===== src/rtl/cp_load_sequencer.sv =====
// Control-plane load sequencer: steers loader beats into state, config and inbound tables, then grants stream-in.
// Latency: one cycle from beat acceptance to the registered write data, address and enable.
// Backpressure: in_ready is high only in the load phases; ready_stream_in is held low until RUN.
module cp_load_sequencer #(
  parameter int phit_size    = 512,
  parameter int dwidth_RFadd = 6,
  parameter int num_col      = 6
) (
  input  logic                    clk,
  input  logic                    rst,
  input  logic                    start_loader,
  input  logic                    start_stream_in,
  input  logic [dwidth_RFadd-1:0] num_entry_state,
  input  logic [dwidth_RFadd-1:0] num_entry_config,
  input  logic [dwidth_RFadd-1:0] num_entry_inbound,
  input  logic                    in_valid,
  output logic                    in_ready,
  input  logic [phit_size-1:0]    in_data,
  output logic [phit_size-1:0]    wr_data,
  output logic                    st_wr_en,
  output logic [num_col-1:0]      cfg_wr_en,
  output logic                    inb_wr_en,
  output logic [dwidth_RFadd-1:0] wr_add,
  output logic                    ready_stream_in,
  output logic                    busy
);

  localparam int COL_W = (num_col > 1) ? $clog2(num_col) : 1;

  typedef enum logic [2:0] {
    IDLE     = 3'd0,
    LD_STATE = 3'd1,
    LD_CFG   = 3'd2,
    LD_INB   = 3'd3,
    RUN      = 3'd4
  } state_t;

  state_t                  state;
  state_t                  state_nxt;
  logic [dwidth_RFadd-1:0] cnt_state;
  logic [dwidth_RFadd-1:0] cnt_cfg;
  logic [dwidth_RFadd-1:0] cnt_inb;
  logic [dwidth_RFadd-1:0] cur_cnt;
  logic [dwidth_RFadd-1:0] entry;
  logic [dwidth_RFadd-1:0] entry_nxt;
  logic [COL_W-1:0]        col;
  logic [COL_W-1:0]        col_nxt;
  logic                    accept;
  logic                    last_beat;
  logic                    last_col;

  // Handshake and status outputs decode straight from the state register.
  always_comb begin
    in_ready        = (state == LD_STATE) || (state == LD_CFG) || (state == LD_INB);
    ready_stream_in = (state == RUN) && start_stream_in;
    busy            = (state != IDLE);
  end

  // Entry count of the table currently being filled, and end-of-table detection.
  always_comb begin
    cur_cnt = '0;
    case (state)
      LD_STATE: cur_cnt = cnt_state;
      LD_CFG:   cur_cnt = cnt_cfg;
      LD_INB:   cur_cnt = cnt_inb;
      default:  cur_cnt = '0;
    endcase
    accept    = in_valid && in_ready;
    last_beat = accept && ((entry + dwidth_RFadd'(1)) == cur_cnt);
    last_col  = (col == COL_W'(num_col - 1));
  end

  // Next-state, entry index and column index; phase changes happen on the last beat's edge.
  always_comb begin
    state_nxt = state;
    entry_nxt = entry;
    col_nxt   = col;
    case (state)
      IDLE: begin
        if (start_loader) begin
          entry_nxt = '0;
          col_nxt   = '0;
          if (num_entry_state != '0)        state_nxt = LD_STATE;
          else if (num_entry_config != '0)  state_nxt = LD_CFG;
          else if (num_entry_inbound != '0) state_nxt = LD_INB;
          else                              state_nxt = RUN;
        end
      end
      LD_STATE: begin
        if (last_beat) begin
          entry_nxt = '0;
          if (cnt_cfg != '0)      state_nxt = LD_CFG;
          else if (cnt_inb != '0) state_nxt = LD_INB;
          else                    state_nxt = RUN;
        end else if (accept) begin
          entry_nxt = entry + dwidth_RFadd'(1);
        end
      end
      LD_CFG: begin
        if (last_beat) begin
          entry_nxt = '0;
          if (last_col) begin
            state_nxt = (cnt_inb != '0) ? LD_INB : RUN;
          end else begin
            col_nxt = col + COL_W'(1);
          end
        end else if (accept) begin
          entry_nxt = entry + dwidth_RFadd'(1);
        end
      end
      LD_INB: begin
        if (last_beat) begin
          entry_nxt = '0;
          state_nxt = RUN;
        end else if (accept) begin
          entry_nxt = entry + dwidth_RFadd'(1);
        end
      end
      RUN: begin
        if (!start_stream_in) state_nxt = IDLE;
      end
      default: state_nxt = IDLE;
    endcase
  end

  // State register.
  always_ff @(posedge clk or negedge rst) begin
    if (!rst) state <= IDLE;
    else      state <= state_nxt;
  end

  // Entry/column indices, plus the counts latched once per load on start_loader.
  always_ff @(posedge clk or negedge rst) begin
    if (!rst) begin
      entry     <= '0;
      col       <= '0;
      cnt_state <= '0;
      cnt_cfg   <= '0;
      cnt_inb   <= '0;
    end else begin
      entry <= entry_nxt;
      col   <= col_nxt;
      if ((state == IDLE) && start_loader) begin
        cnt_state <= num_entry_state;
        cnt_cfg   <= num_entry_config;
        cnt_inb   <= num_entry_inbound;
      end
    end
  end

  // Write port: data/address captured on accept, enables are single-cycle pulses.
  always_ff @(posedge clk or negedge rst) begin
    if (!rst) begin
      wr_data   <= '0;
      wr_add    <= '0;
      st_wr_en  <= 1'b0;
      cfg_wr_en <= '0;
      inb_wr_en <= 1'b0;
    end else begin
      if (accept) begin
        wr_data <= in_data;
        wr_add  <= entry;
      end
      st_wr_en  <= accept && (state == LD_STATE);
      inb_wr_en <= accept && (state == LD_INB);
      cfg_wr_en <= (accept && (state == LD_CFG)) ? (num_col'(1) << col) : '0;
    end
  end

endmodule


===== config.mk =====
export PLATFORM = sky130hd
export DESIGN_NAME = cp_load_sequencer
export DESIGN_NICKNAME = d
export VERILOG_FILES = /design/src/rtl/cp_load_sequencer.sv
export SDC_FILE = /design/constraint.sdc
export NUM_CORES = 1
export LEC_CHECK = 0
export CELL_PAD_IN_SITES_DETAIL_PLACEMENT = 0
export CELL_PAD_IN_SITES_GLOBAL_PLACEMENT = 1
export CORE_AREA = 2 2 415 417
export CTS_CLUSTER_DIAMETER = 80
export CTS_CLUSTER_SIZE = 24
export DETAILED_ROUTE_END_ITERATION = 12
export DIE_AREA = 0 0 417 419
export PLACE_DENSITY = 0.44
export SLEW_MARGIN = 30
export SYNTH_ARGS = -nofsm -noshare
export SYNTH_HDL_FRONTEND = slang
export SYNTH_SLANG_ARGS = --single-unit
export TNS_END_PERCENT = 20

===== constraint.sdc =====
create_clock -name clk -period 2.6 [get_ports clk]
set_input_delay 0.52 -clock clk [delete_from_list [all_inputs] [get_ports clk]]
set_output_delay 0.52 -clock clk [all_outputs]
set_load 0.01 [all_outputs]

==> results of run 1 <==
-- tightest hold or removal path, cell delays in order --
cell,delay [ns]
clkdlybuf4s50_1,0.39
nand2_1,0.06
nand2_1,0.04
-- worst min path at each step --
| stage | from | to | slack (ns) |
|---|---|---|---|
| after floorplan | rst | cfg_wr_en[0] | 0.22 |
| after global placement | rst | wr_data[88] | 0.46 |
| after detailed placement | rst | wr_data[88] | 0.46 |
| after CTS | in_data[137] | wr_data[137] | 0.26 |
| after global routing | in_data[210] | wr_data[210] | 0.29 |
| final | in_data[84] | wr_data[84] | 0.35 |
-- stage by stage --
step / std cells / power (W) / hold WS [ns] / utilization [%] / setup TNS [ns]
global route: 5820 / 0.0495 / 0.291 / 22.0 / -0.0230
detailed placement: 5694 / 0.0368 / 0.461 / 20.7 / -0.0707
floorplan: 2438 / 0.0231 / 0.224 / - / 0
finish: 5821 / 0.0462 / 0.351 / 22.1 / 0
global placement: 5694 / 0.0368 / 0.456 / 20.7 / -0.0849
CTS: 5811 / 0.0473 / 0.265 / 22.0 / -0.0153
-- per-layer routing --
metal  share of wire [%]  wire length (um)  vias up
met2                  50             57200      588
met3                 7.3              8330      135
met4                 2.1              2420        8
met5               0.032                36        -
li1                    -                 -     9614
met1                  40             45700     9528
-- what timing repair did --
item | in CTS | in global routing
buffers inserted | 1 | 0
endpoints found under the setup margin | 3 | 4
hold buffers | 1 | 0
endpoints found under the hold margin | 24 | 0
resized for setup | 13 | 3
-- state kept, by name, indices dropped and copies added, names as in the netlist --
signal,count
cnt_inb,6
wr_data,512
state,3
cnt_state,6
cfg_wr_en,6
cnt_cfg,6
col,3
entry,6
wr_add,6
st_wr_en,1
inb_wr_en,1
-- Yosys cell counts, drive strengths merged --
| master | instances | area [um^2] |
|---|---|---|
| nand2 | 1624 | 6100 |
| a311o | 1 | 10.0 |
| nor2 | 16 | 60.1 |
| nor3 | 6 | 30.0 |
| inv | 9 | 33.8 |
| nand4 | 1 | 6.26 |
| o32ai | 1 | 8.76 |
| nand2b | 4 | 25.0 |
| a22o | 1 | 8.76 |
| o311ai | 1 | 16.3 |
| a21o | 1 | 7.51 |
| or4 | 3 | 22.5 |
| dfrtp | 556 | 13900 |
| and3 | 5 | 31.3 |
| a31oi | 2 | 12.5 |
| mux2i | 2 | 20.0 |
| o2bb2ai | 1 | 8.76 |
| nor4 | 3 | 18.8 |
| nand3 | 11 | 60.1 |
| a21boi | 1 | 7.51 |
| clkbuf | 97 | 364 |
| or2 | 1 | 6.26 |
| buf | 31 | 163 |
| a32oi | 1 | 8.76 |
| a211o | 1 | 8.76 |
| nor3b | 1 | 7.51 |
| a21oi | 4 | 20.0 |
| nor4b | 1 | 8.76 |
| a211oi | 3 | 32.5 |
| o22ai | 2 | 12.5 |
| xnor2 | 5 | 43.8 |
| o21ai | 11 | 55.1 |
| ha | 6 | 75.1 |
| mux2 | 9 | 105 |
| o211ai | 2 | 15.0 |
| and2 | 5 | 31.3 |
| a22oi | 3 | 22.5 |
| nor2b | 4 | 25.0 |
| a32o | 1 | 10.0 |
| or3 | 1 | 11.3 |
-- cell families after synthesis --
family | synth area share (%)
buffers and inverters | 2.62
AO/OA/AOI/OAI | 1.24
multiplexers | 0.584
AND/OR/NAND/NOR | 30.1
adder cells (fa/ha/maj) | 0.350
XOR/XNOR | 0.204
flip-flops | 64.9
-- cell type report --
type,instances,area (um^2)
multi-input cells,1745,6980
clock buffers,68,1620
clock inverters,47,634
well taps,2233,2790
fillers,18800,133000
repair buffers,1153,11600
diodes,10,25.0
inverters,9,33.8
flip-flops and latches,556,13900
-- power by group through the flow --
| stage | logic (W) | registers [W] | clock network, W |
|---|---|---|---|
| after floorplan | 0.00640 | 0.0167 | 0 |
| after global placement | 0.0218 | 0.0151 | 0 |
| after detailed placement | 0.0217 | 0.0151 | 0 |
| after CTS | 0.0218 | 0.0150 | 0.0104 |
| after global routing | 0.0232 | 0.0155 | 0.0107 |
| final | 0.0213 | 0.0150 | 0.00994 |
==> impl_metrics.py, run 1 <==
metrics = {
    "power_and_ir_drop": {
        "power.switching_w": 0.0181,
        "p_comb_share_pct": 46.1,
        "p_per_area_nw_per_um2": 1230,
        "p_int_w": 0.0281,
        "p_leak_nw": 17.6,
        "seqPwrFrac_pct": 32.4,
        "ir_drop_mv": 0.496,
        "clkPwrFrac_pct": 21.5,
        "p_sw_share_pct": 39.2,
    },
    "floorplan": {
        "design.die.area_um2": 175000,
        "rows": 152,
        "core_region_area_um2": 171000,
        "boundaryPins": 1064,
        "die_h_um": 419,
        "die_width_um": 417,
        "start_util_pct": 12.6,
    },
    "finish": {
        "nets": 4067,
        "areaGrowthSynthToFinish_pct": 75.5,
        "drive_gt1_share_pct": 6.29,
        "final_common_cell": "nand2_1",
        "stdcell_area_um2": 37600,
        "final_cell_mix": "nand2_1, clkdlybuf4s50_1, dfrtp_1, buf_4, clkbuf_16",
    },
    "synth": {
        "synthCells": 2438,
        "avgSynthCellArea_um2": 8.79,
        "synth_seq_area_share_pct": 64.9,
        "ys_types": 49,
        "yosysWarnings": 0,
        "ys_ff_latch": 556,
        "syn_area_um2": 21400,
        "synthesis.nets": 2979,
    },
    "drt": {
        "drc_errors": 0,
        "vias": 19900,
        "dr.pass1.iters": 5,
        "ant_nets": 0,
        "drt_iter0_drc": 923,
        "routed_wl_um": 114000,
        "avgViaCountPerCell": 3.41,
        "wl_per_cell_um": 19.5,
    },
    "setup_path": {
        "crit_family": "simple AND/OR/NAND/NOR gates",
        "cp.depth": 8,
        "reg2reg_to": "col[0]",
        "critPathCapture": "col[0]",
        "reg2regPathDepth": 8,
        "startpoint_type": "flop",
        "critPathSlowestCell": "dfrtp_2",
        "path_class": "flop to flop",
        "cpPeakStageDelay_ns": 0.46,
        "r2r-start": "state[0]",
        "critPathLaunch": "state[0]",
        "path_cells": "mux2_1 -> a22o_1 -> xnor2_1 -> nor4b_1 -> o311ai_2 -> buf_4 -> or4_1 -> nand3_1",
        "crit_buf_inv": 1,
        "end_kind": "flop",
        "regToRegSetupSlack_ns": 0.12,
        "critPathArrivalTime_ns": 3.07,
        "cp.required_ns": 3.19,
        "crit_fanout": 7,
    },
    "placed_design": {
        "placed_cell_area_um2": 35300,
        "dp.final_hpwl_um": 87400,
        "dp_slack_ns": -0.0707,
        "gp_congestion": 0.816,
        "io_buffers": 1063,
    },
    "hold_path": {
        "hold_depth": 3,
        "hp-class": "input port to flop",
    },
    "timing": {
        "hold_violations": 0,
        "finalCritPeriodShare_pct": 95.4,
        "layout_setup_ws_ns": 0.120,
        "period_needed_ns": 2.48,
        "slew_violations": 0,
        "clock.fmax_mhz": 403,
        "tightest_slew_ns": 0.519,
        "slew_headroom_pct": 65.4,
        "rsz0062_at_grt": "yes",
        "setup_viol": 0,
        "finClkSkew_ns": 0.0476,
    },
    "clock_network": {
        "htree_levels": 2,
        "tritoncts": "yes",
        "clk_pin_slew_ns": 0.09,
        "clk_latency_ns": 0.69,
        "cts_sinks": 556,
        "root_buffer": "clkbuf_16",
        "numCtsBuffers": 61,
        "cts_buffer_depth": 3,
    },
    "grt": {
        "use_met2_pct": 21.5,
        "gr-usage-met3_pct": 4.14,
        "top_usage_layer": "met2",
        "grt_pass1_wl_um": 158000,
        "grt_pass1_vias": 20500,
        "grt_start_max_net_pins": 100,
        "gr-usage-met1_pct": 14.8,
        "antenna_found_initial": 22,
        "overflow": 0,
        "track_usage_pct": 12.5,
    },
    "job": {
        "drv_cap": 0,
    },
    "outcome": {
        "outcome": "finished, final reports clean",
    },
}
(Power assumes the default switching activity.)
==> run 2: changes to the inputs <==
--- a/config.mk
+++ b/config.mk
@@ -5,13 +5,14 @@
 export SDC_FILE = /design/constraint.sdc
 export NUM_CORES = 1
 export LEC_CHECK = 0
+export ABC_AREA = 1
 export CELL_PAD_IN_SITES_DETAIL_PLACEMENT = 0
 export CELL_PAD_IN_SITES_GLOBAL_PLACEMENT = 1
-export CORE_AREA = 2 2 415 417
+export CORE_AREA = 2 2 417 419
 export CTS_CLUSTER_DIAMETER = 80
 export CTS_CLUSTER_SIZE = 24
 export DETAILED_ROUTE_END_ITERATION = 12
-export DIE_AREA = 0 0 417 419
+export DIE_AREA = 0 0 419 421
 export PLACE_DENSITY = 0.44
 export SLEW_MARGIN = 30
 export SYNTH_ARGS = -nofsm -noshare
==> run 2 against run 1 <==
Clock-buffer cell count fell by 3; area after synthesis rose by 1.3%; combinational power rose by 3%; first-iteration DRC count rose by 22%; total power rose by 1.4%; sequential cell count did not move; global-route usage rose by 1.6 points; critical endpoint is now in_ready.
==> impl_metrics.py, run 2 <==
metrics = {
    "outcome": {
        "outcome": "finished, final reports clean",
    },
    "finish": {
        "top_register": "wr_data",
        "largest_register_ffs": 512,
        "drive_gt1_share_pct": 6.38,
        "final_cell_mix": "nand2_1, clkdlybuf4s50_1, dfrtp_1, clkbuf_16, buf_4",
        "utilization_pct": 22.0,
        "areaGrowthSynthToFinish_pct": 74.8,
        "nets": 4114,
        "final_common_cell": "nand2_1",
    },
    "job": {
        "drv_cap": 0,
    },
    "setup_path": {
        "crit_fanout": 8,
        "path_cells": "inv_4 -> nand2_1 -> inv_1 -> clkdlybuf4s15_2",
        "critPathArrivalTime_ns": 1.93,
        "critPathSlowestCell": "dfrtp_2",
        "cpPeakStageDelay_ns": 0.51,
        "cp.depth": 4,
        "path_class": "flop to output pin",
        "reg2regPathDepth": 12,
        "cp.required_ns": 2.08,
        "crit_buf_inv": 3,
        "startpoint_type": "flop",
        "crit_family": "buffers and inverters",
        "end_kind": "output pin",
    },
    "drt": {
        "drc_errors": 0,
        "wl_per_cell_um": 21.3,
        "ant_nets": 0,
        "avgViaCountPerCell": 3.40,
        "routed_wl_um": 127000,
        "drt_iter0_drc": 1122,
        "dr.pass1.iters": 5,
        "vias": 20300,
    },
    "timing": {
        "rsz0062_at_grt": "no",
        "slew_headroom_pct": 65.6,
        "clock.fmax_mhz": 408,
        "tns_ns": 0,
        "tightest_slew_ns": 0.516,
        "slew_violations": 0,
        "setup_viol": 0,
        "finalCritPeriodShare_pct": 94.2,
        "finClkSkew_ns": 0.0343,
        "period_needed_ns": 2.45,
        "hold_violations": 0,
    },
    "floorplan": {
        "die_h_um": 421,
        "die_width_um": 419,
        "start_util_pct": 12.6,
        "rows": 153,
        "design.die.area_um2": 176000,
        "core_region_area_um2": 172000,
        "boundaryPins": 1064,
    },
    "clock_network": {
        "clk_pin_slew_ns": 0.09,
        "numCtsBuffers": 61,
        "root_buffer": "clkbuf_16",
        "cts_sinks": 556,
        "tritoncts": "yes",
        "htree_levels": 2,
        "clk_latency_ns": 0.70,
        "cts_buffer_depth": 3,
    },
    "synth": {
        "yosysWarnings": 0,
        "synth_edf_count": 0,
        "ys_types": 30,
        "syn_area_um2": 21700,
        "yosysMostFrequentCell": "nand2_1",
        "synthesis.nets": 3023,
        "synth_top_area_share_pct": 64.1,
        "async_flop_share_pct": 100,
        "ys_top_cells_by_count": "nand2_1, dfrtp_1, buf_2",
        "netlist_top_cells_area": "dfrtp_1, nand2_1, buf_2",
        "avgSynthCellArea_um2": 8.75,
        "synth_seq_area_share_pct": 64.1,
        "synthCells": 2482,
        "synth_top_flop_cell": "dfrtp_1",
        "ys_ff_latch": 556,
        "synth.largest_area_cell": "dfrtp_1",
    },
    "grt": {
        "grt_start_max_net_pins": 78,
        "track_usage_pct": 14.1,
        "grt_pass1_vias": 20900,
        "overflow": 0,
        "antenna_found_initial": 65,
        "grt_pass1_wl_um": 175000,
    },
    "power_and_ir_drop": {
        "p_per_area_nw_per_um2": 1230,
        "ir_drop_mv": 0.611,
        "p_leak_nw": 17.8,
    },
    "placed_design": {
        "dp.final_hpwl_um": 102000,
        "gp_congestion": 0.873,
        "io_buffers": 1063,
    },
    "hold_path": {
        "hp-class": "input port to async pin",
    },
}
## run 2: cell count changes in the layout (fill, tap and decap cells not counted), sizes merged, moves of 5 or more
cell | before | now
inv | 31 | 65
diode | 10 | 25
nand3 | 11 | 37
and2 | 5 | 0
nor2 | 16 | 33
mux2 | 9 | 2
nand2 | 1624 | 1629
nand4 | 1 | 17
and3 | 5 | 0
o21ai | 11 | 23
buf | 91 | 86
xnor2 | 5 | 0
## run 2: repair_timing
item / CTS / global route
buffers inserted: 1 / 0
hold endpoints to repair: 35 / 0
endpoints found under the setup margin: 3 / 1
hold buffers: 1 / 0
gates resized for setup: 10 / 1
## run 2: cell families (layout without fill, tap and decap cells)
logic type | Yosys count | after routing | synth area share [%]
muxes | 2 | 2 | 0.104
DFF | 556 | 556 | 64.1
adders and majority gates | 6 | 6 | 0.346
and+or+nand+nor | 1725 | 1725 | 30.9
xor gates and xnor gates | 1 | 1 | 0.0403
buffers and inverters | 164 | 1305 | 3.87
other | 0 | 25 | 0
AOI/OAI and AO/OA | 28 | 28 | 0.680
## run 2: layer usage
layer	GRT usage [%]	wire length, um	up-vias
li1	-	-	9785
met1	16.4	51100	9740
met2	24.3	64400	585
met3	3.80	8010	205
met4	5.45	3860	6
met5	0	41	-
## run 2: area by class of cell
cell class | count | area, um^2
fillers | 19100 | 135000
flip-flops and latches | 556 | 13900
repair buffers | 1149 | 11700
multi-input cells | 1762 | 6970
well taps | 2325 | 2910
clock buffers | 65 | 1580
clock inverters | 48 | 621
inverters | 43 | 176
diodes | 25 | 62.6
## run 2: worst paths after layout
| check | slack, ns | end | startpoint |
|---|---|---|---|
| worst min-delay path | 0.31 | wr_data[164] | rst |
| worst max register to register | 0.44 | state[1] | entry[0] |
| min in group clk | 0.35 | wr_data[104] | in_data[104] |
| worst max-delay path | 0.15 | in_ready | state[2] |
| max in group asynchronous | 1.34 | wr_data[448] | rst |
| worst min register to register | 0.47 | wr_data[219] | wr_data[219] |
## run 2: through the flow
stage	worst slack, ns	area (um^2)	hold WS [ns]	std cells	power (W)
after floorplan	0.968	21700	0.224	2482	0.0235
after global placement	0.207	35600	0.447	5833	0.0378
after detailed placement	0.186	35600	0.444	5833	0.0378
after CTS	0.00899	37900	0.254	5948	0.0481
after global routing	0.000564	37900	0.296	5971	0.0503
final	0.150	37900	0.306	5973	0.0468
## run 2: where the power goes
part,internal [W],switching [W]
clock,0.00501,0.00474
sequential,0.0127,0.00247
combinational,0.0102,0.0117
total,0.0279,0.0189
